==> src/rtl/ret_addr_stack.sv <==
// ---------------------------------------------------------------------------
// ret_addr_stack
// Speculative return-address stack living in fetch stage F1 next to the
// return-PC table. A predicted call pushes its return address and a predicted
// jr $ra pops. Fetch reads the top entry combinationally. Each F1 instruction
// carries a (tos, count) snapshot down the pipe, and EXE restores those
// pointers on a redirect.
//
// Ports
//   clk          clock, all state updates on posedge
//   resetn       asynchronous active-low reset (pointers only, mem not reset)
//   push         predicted call in F1 this cycle
//   push_addr    return address to push (call pc + 8)
//   pop          predicted jr $ra in F1 this cycle
//   top_addr     mem[tos], combinational fetch target for a pop
//   top_valid    stack holds at least one entry
//   full         stack holds DEPTH entries
//   snap_tos     current tos, captured with the F1 instruction
//   snap_cnt     current count, captured with the F1 instruction
//   restore      EXE redirect: reload pointers, drop this cycle's push/pop
//   restore_tos  tos snapshot of the redirecting instruction
//   restore_cnt  count snapshot of the redirecting instruction (<= DEPTH)
// ---------------------------------------------------------------------------
module ret_addr_stack #(
  parameter  int DEPTH    = 8,
  localparam int PTR_BITS = $clog2(DEPTH),
  localparam int CNT_BITS = $clog2(DEPTH + 1)
) (
  input  logic                clk,
  input  logic                resetn,
  input  logic                push,
  input  logic [31:0]         push_addr,
  input  logic                pop,
  output logic [31:0]         top_addr,
  output logic                top_valid,
  output logic                full,
  output logic [PTR_BITS-1:0] snap_tos,
  output logic [CNT_BITS-1:0] snap_cnt,
  input  logic                restore,
  input  logic [PTR_BITS-1:0] restore_tos,
  input  logic [CNT_BITS-1:0] restore_cnt
);

  logic [PTR_BITS-1:0] tos;
  logic [PTR_BITS-1:0] tos_inc;
  logic [PTR_BITS-1:0] tos_dec;
  logic [CNT_BITS-1:0] count;
  logic [31:0]         mem [DEPTH];

  logic empty;
  logic is_full;
  logic do_replace;
  logic do_push;
  logic do_pop;

  // DEPTH is a power of two, so the pointer wraps naturally.
  assign tos_inc = tos + PTR_BITS'(1);
  assign tos_dec = tos - PTR_BITS'(1);

  assign empty   = (count == '0);
  assign is_full = (count == CNT_BITS'(DEPTH));

  // Restore wins over everything. Push and pop together on a non-empty stack
  // replace the top in place; on an empty stack the pair degrades to a push.
  assign do_replace = !restore && push && pop && !empty;
  assign do_push    = !restore && push && !do_replace;
  assign do_pop     = !restore && !push && pop && !empty;

  always_ff @(posedge clk or negedge resetn) begin
    if (!resetn) begin
      tos   <= '0;
      count <= '0;
    end else if (restore) begin
      tos   <= restore_tos;
      count <= restore_cnt;
    end else if (do_push) begin
      tos <= tos_inc;
      // At full the oldest entry is overwritten and count saturates.
      if (!is_full) count <= count + CNT_BITS'(1);
    end else if (do_pop) begin
      tos   <= tos_dec;
      count <= count - CNT_BITS'(1);
    end
  end

  // Storage is intentionally not reset; top_addr is ignored while empty.
  always_ff @(posedge clk) begin
    if (do_replace) begin
      mem[tos] <= push_addr;
    end else if (do_push) begin
      mem[tos_inc] <= push_addr;
    end
  end

  assign top_addr  = mem[tos];
  assign top_valid = !empty;
  assign full      = is_full;
  assign snap_tos  = tos;
  assign snap_cnt  = count;

`ifndef SYNTHESIS
  restore_cnt_legal: assert property (
    @(posedge clk) disable iff (!resetn)
      restore |-> (restore_cnt <= CNT_BITS'(DEPTH))
  );
`endif

endmodule

==> config.mk <==
export PLATFORM = sky130hd
export DESIGN_NAME = ret_addr_stack
export DESIGN_NICKNAME = d
export VERILOG_FILES = /design/src/rtl/ret_addr_stack.sv
export SDC_FILE = /design/constraint.sdc
export NUM_CORES = 1
export LEC_CHECK = 0
export ABC_AREA = 1
export CAP_MARGIN = 20
export CELL_PAD_IN_SITES_DETAIL_PLACEMENT = 1
export CELL_PAD_IN_SITES_GLOBAL_PLACEMENT = 1
export CORE_MARGIN = 5
export CORE_UTILIZATION = 49
export CTS_BUF_LIST = sky130_fd_sc_hd__clkbuf_8
export DETAILED_ROUTE_END_ITERATION = 8
export GPL_ROUTABILITY_DRIVEN = 0
export HOLD_SLACK_MARGIN = 0.1
export PLACE_DENSITY = 0.91
export SLEW_MARGIN = 20
export SYNTH_ARGS = -nofsm -noshare
export SYNTH_HDL_FRONTEND = slang
export SYNTH_SLANG_ARGS = --single-unit
==> constraint.sdc <==
create_clock -name clk -period 4.19 [get_ports clk]
set_input_delay 1.0475 -clock clk [delete_from_list [all_inputs] [get_ports clk]]
set_output_delay 1.0475 -clock clk [all_outputs]
set_load 0.05 [all_outputs]
==> impl_metrics.env <==
export IMPL_clk_pin_slew_worst_paths_ns=0.06
export IMPL_dieHeight_microns=157
export IMPL_synth_commonest_cells="256 x edfxtp_1, 179 x nor2_1, 124 x nand2_1, 121 x o21ai_0, 34 x a21oi_1"
export IMPL_syn_cell_area_sq_mm=0.0106
export IMPL_dp_hpwl_microns=17500
export IMPL_cp_data_arrival_time_ns=2.91
export IMPL_drt_initial_drc_count=507
export IMPL_core_area_sq_mm=0.0216
export IMPL_grt_max_degree=133
export IMPL_fin_crit_sh_pct=94.4
export IMPL_synth_edff_count=256
export IMPL_fp_dieW_microns=157
export IMPL_final_setup_viol_count=0
export IMPL_hold_class="flop to flop"
export IMPL_area_growth_pct=20.6
export IMPL_synth_cell_types=31
export IMPL_drt_wl_total_microns=28300
export IMPL_synth_area_top_cells="edfxtp_1 72%, nor2_1 6.3%, o21ai_0 5.7%"
export IMPL_ios=85
export IMPL_cts_tree="yes"
export IMPL_num_vias=7192
export IMPL_cp_max_fo=36
export IMPL_drv_cap=0
export IMPL_clk_latency_ns=0.53
export IMPL_min_period_ns=3.96
export IMPL_crit_path_start_kind="flop"
export IMPL_track_usage_pct=22.9
export IMPL_cts_hold_fix_buffers=0
export IMPL_fmax_mhz=253
export IMPL_finalClockSkew_ns=0.0155
export IMPL_finalSetupTns_ns=0
export IMPL_holdWs_ns=0.587
export IMPL_layout_nets=1007
export IMPL_crit_type="flop to output port"
export IMPL_cts_repair_resized=0
export IMPL_synth_cells=858
export IMPL_cp_required_ns=3.14
export IMPL_synth_net_count=907
export IMPL_die_area_sq_mm=0.0248
export IMPL_via_per_inst=5.69
export IMPL_rsz0062_at_grt="no"
export IMPL_grt_pass1_vias=7835
export IMPL_portBuffers=84
export IMPL_clkSinkCount=263
export IMPL_synth_most_common_cell="edfxtp_1"
export IMPL_remaining_drc_errors=0
export IMPL_p_total_mw=7.52
export IMPL_grt_pass1_wl_microns=43300
export IMPL_end_kind="output port"
export IMPL_synth_top_cell_area_share_pct=72.2
export IMPL_layout_drive_gt1_share_pct=12.6
export IMPL_cts_root_buf="clkbuf_8"
export IMPL_outcome="completed"
export IMPL_avgSynthCellArea_sq_um=12.4
export IMPL_cts_max_level=2
export IMPL_ir_worst_vdd_uv=400
export IMPL_cts_setup_buffers=0
export IMPL_ant_nets=0
export IMPL_post_route_util_pct=59.4
export IMPL_slew_violations=0
export IMPL_ctsLongestPathBuffers=3
export IMPL_yosysSeqAreaShare_pct=73.9
export IMPL_ys_flop_type="edfxtp_1"
export IMPL_relSlewSlack_pct=58.2
export IMPL_rows=54
export IMPL_drt_pass1_iterations=4
export IMPL_start_util_pct=49.2
export IMPL_ys_warn_count=0
export IMPL_antenna_cells=0
export IMPL_overflow=0
export IMPL_tightest_slew_ns=0.627
export IMPL_async_reset_ff_share_pct=2.66
export IMPL_cts_made_buffers=41
export IMPL_grt_antenna_before_repair=0
export IMPL_ys_ff_latch=263
export IMPL_wl_per_cell_microns=22.4
export IMPL_leakagePower_nw=4.56
export IMPL_yosysTopAreaCell="edfxtp_1"
export IMPL_finalHoldViolCount=0
export IMPL_p_per_area_mw_per_mm2=586
cells by family (layout without fill, tap and decap cells):
kind of cell / after synthesis / after routing / synth area share (%)
AND/OR/NAND/NOR: 322 / 322 / 12.0
flip-flops: 263 / 263 / 73.9
AO/OA/AOI/OAI: 205 / 205 / 10.2
buffers and inverters: 60 / 187 / 3.00
adder cells (fa/ha/maj): 5 / 5 / 0.658
XOR/XNOR: 2 / 2 / 0.165
multiplexers: 1 / 1 / 0.0941
path summary, 6_finish.rpt:
kind | startpoint | endpoint | slack (ns) | cells past startpoint
worst max-delay path | snap_tos[1]$_DFFE_PN0P_ | top_addr[18] | 0.23 | 6
min in group asynchronous | resetn | snap_cnt[2]$_DFFE_PN0P_ | 0.81 | 1
worst max register to register | snap_tos[1]$_DFFE_PN0P_ | mem[1][4]$_DFFE_PP_ | 1.12 | 7
worst min-delay path | snap_cnt[2]$_DFFE_PN0P_ | snap_cnt[2]$_DFFE_PN0P_ | 0.59 | 2
worst min register to register | snap_cnt[2]$_DFFE_PN0P_ | snap_cnt[2]$_DFFE_PN0P_ | 0.59 | 2
max in group asynchronous | resetn | snap_tos[0]$_DFFE_PN0P_ | 3.07 | 1
metrics by stage:
stage,instances,setup slack [ns],instance area [sq um]
finish,1265,0.233,12800
global route,1265,0.120,12800
CTS,1265,0.274,12800
detailed placement,1195,0.569,12200
global placement,1195,0.762,12200
floorplan,858,0.620,10600
per-layer routing:
layer  share of wire (%)  global-route usage, %
met5                   0                      0
met4                 2.6                   7.54
met3                 5.1                   3.71
met2                  53                   41.7
met1                  39                   27.9
sequential cells by signal, indices dropped and copies added, names as in the netlist:
register	flops
mem	256
snap_cnt	4
snap_tos	3
cell usage in the layout (no fill, tap or decap), types with 2 or more instances in the layout:
| cell type | Yosys | final |
|---|---|---|
| o21ai_0 | 121 | 121 |
| a21oi_1 | 34 | 34 |
| edfxtp_1 | 256 | 256 |
| nand2_4 | 2 | 2 |
| clkinv_2 | 0 | 3 |
| o21ai_1 | 14 | 14 |
| a31oi_1 | 32 | 32 |
| nor2_1 | 179 | 171 |
| clkdlybuf4s50_1 | 0 | 52 |
| nand2_2 | 5 | 5 |
| nor2_4 | 0 | 8 |
| clkinv_1 | 1 | 7 |
| buf_4 | 8 | 19 |
| o21ai_2 | 2 | 2 |
| nand2_1 | 124 | 124 |
| clkbuf_8 | 0 | 41 |
| nand3_1 | 8 | 8 |
| xor2_1 | 2 | 2 |
| dfrtp_1 | 7 | 5 |
| inv_1 | 7 | 27 |
| ha_1 | 4 | 4 |
| inv_2 | 2 | 2 |
| buf_12 | 0 | 36 |
where the power goes:
group / switching, mW / internal (mW) / total [mW]
Sequential: 0.0741 / 3.02 / 3.09
Clock: 0.928 / 0.904 / 1.83
Combinational: 1.65 / 0.941 / 2.59
worst max-delay path, cell delays in order, from the launching register on:
cell and delay [ns]:
dfrtp_2 0.77, buf_4 0.52, o21ai_0 0.15, o21ai_0 0.26, a21oi_1 0.11, a31oi_1 0.34, buf_12 0.19
area by class of cell:
cell class                      count  area (sq um)
Clock buffer                       41           564
Clock inverter                     29           111
Fill cell                        2154          8780
Inverter                           10          38.8
Multi-Input combinational cell    535          2520
Sequential cell                   263          7870
Tap cell                          280           350
Timing Repair Buffer              107          1380
(Power assumes the default switching activity.)
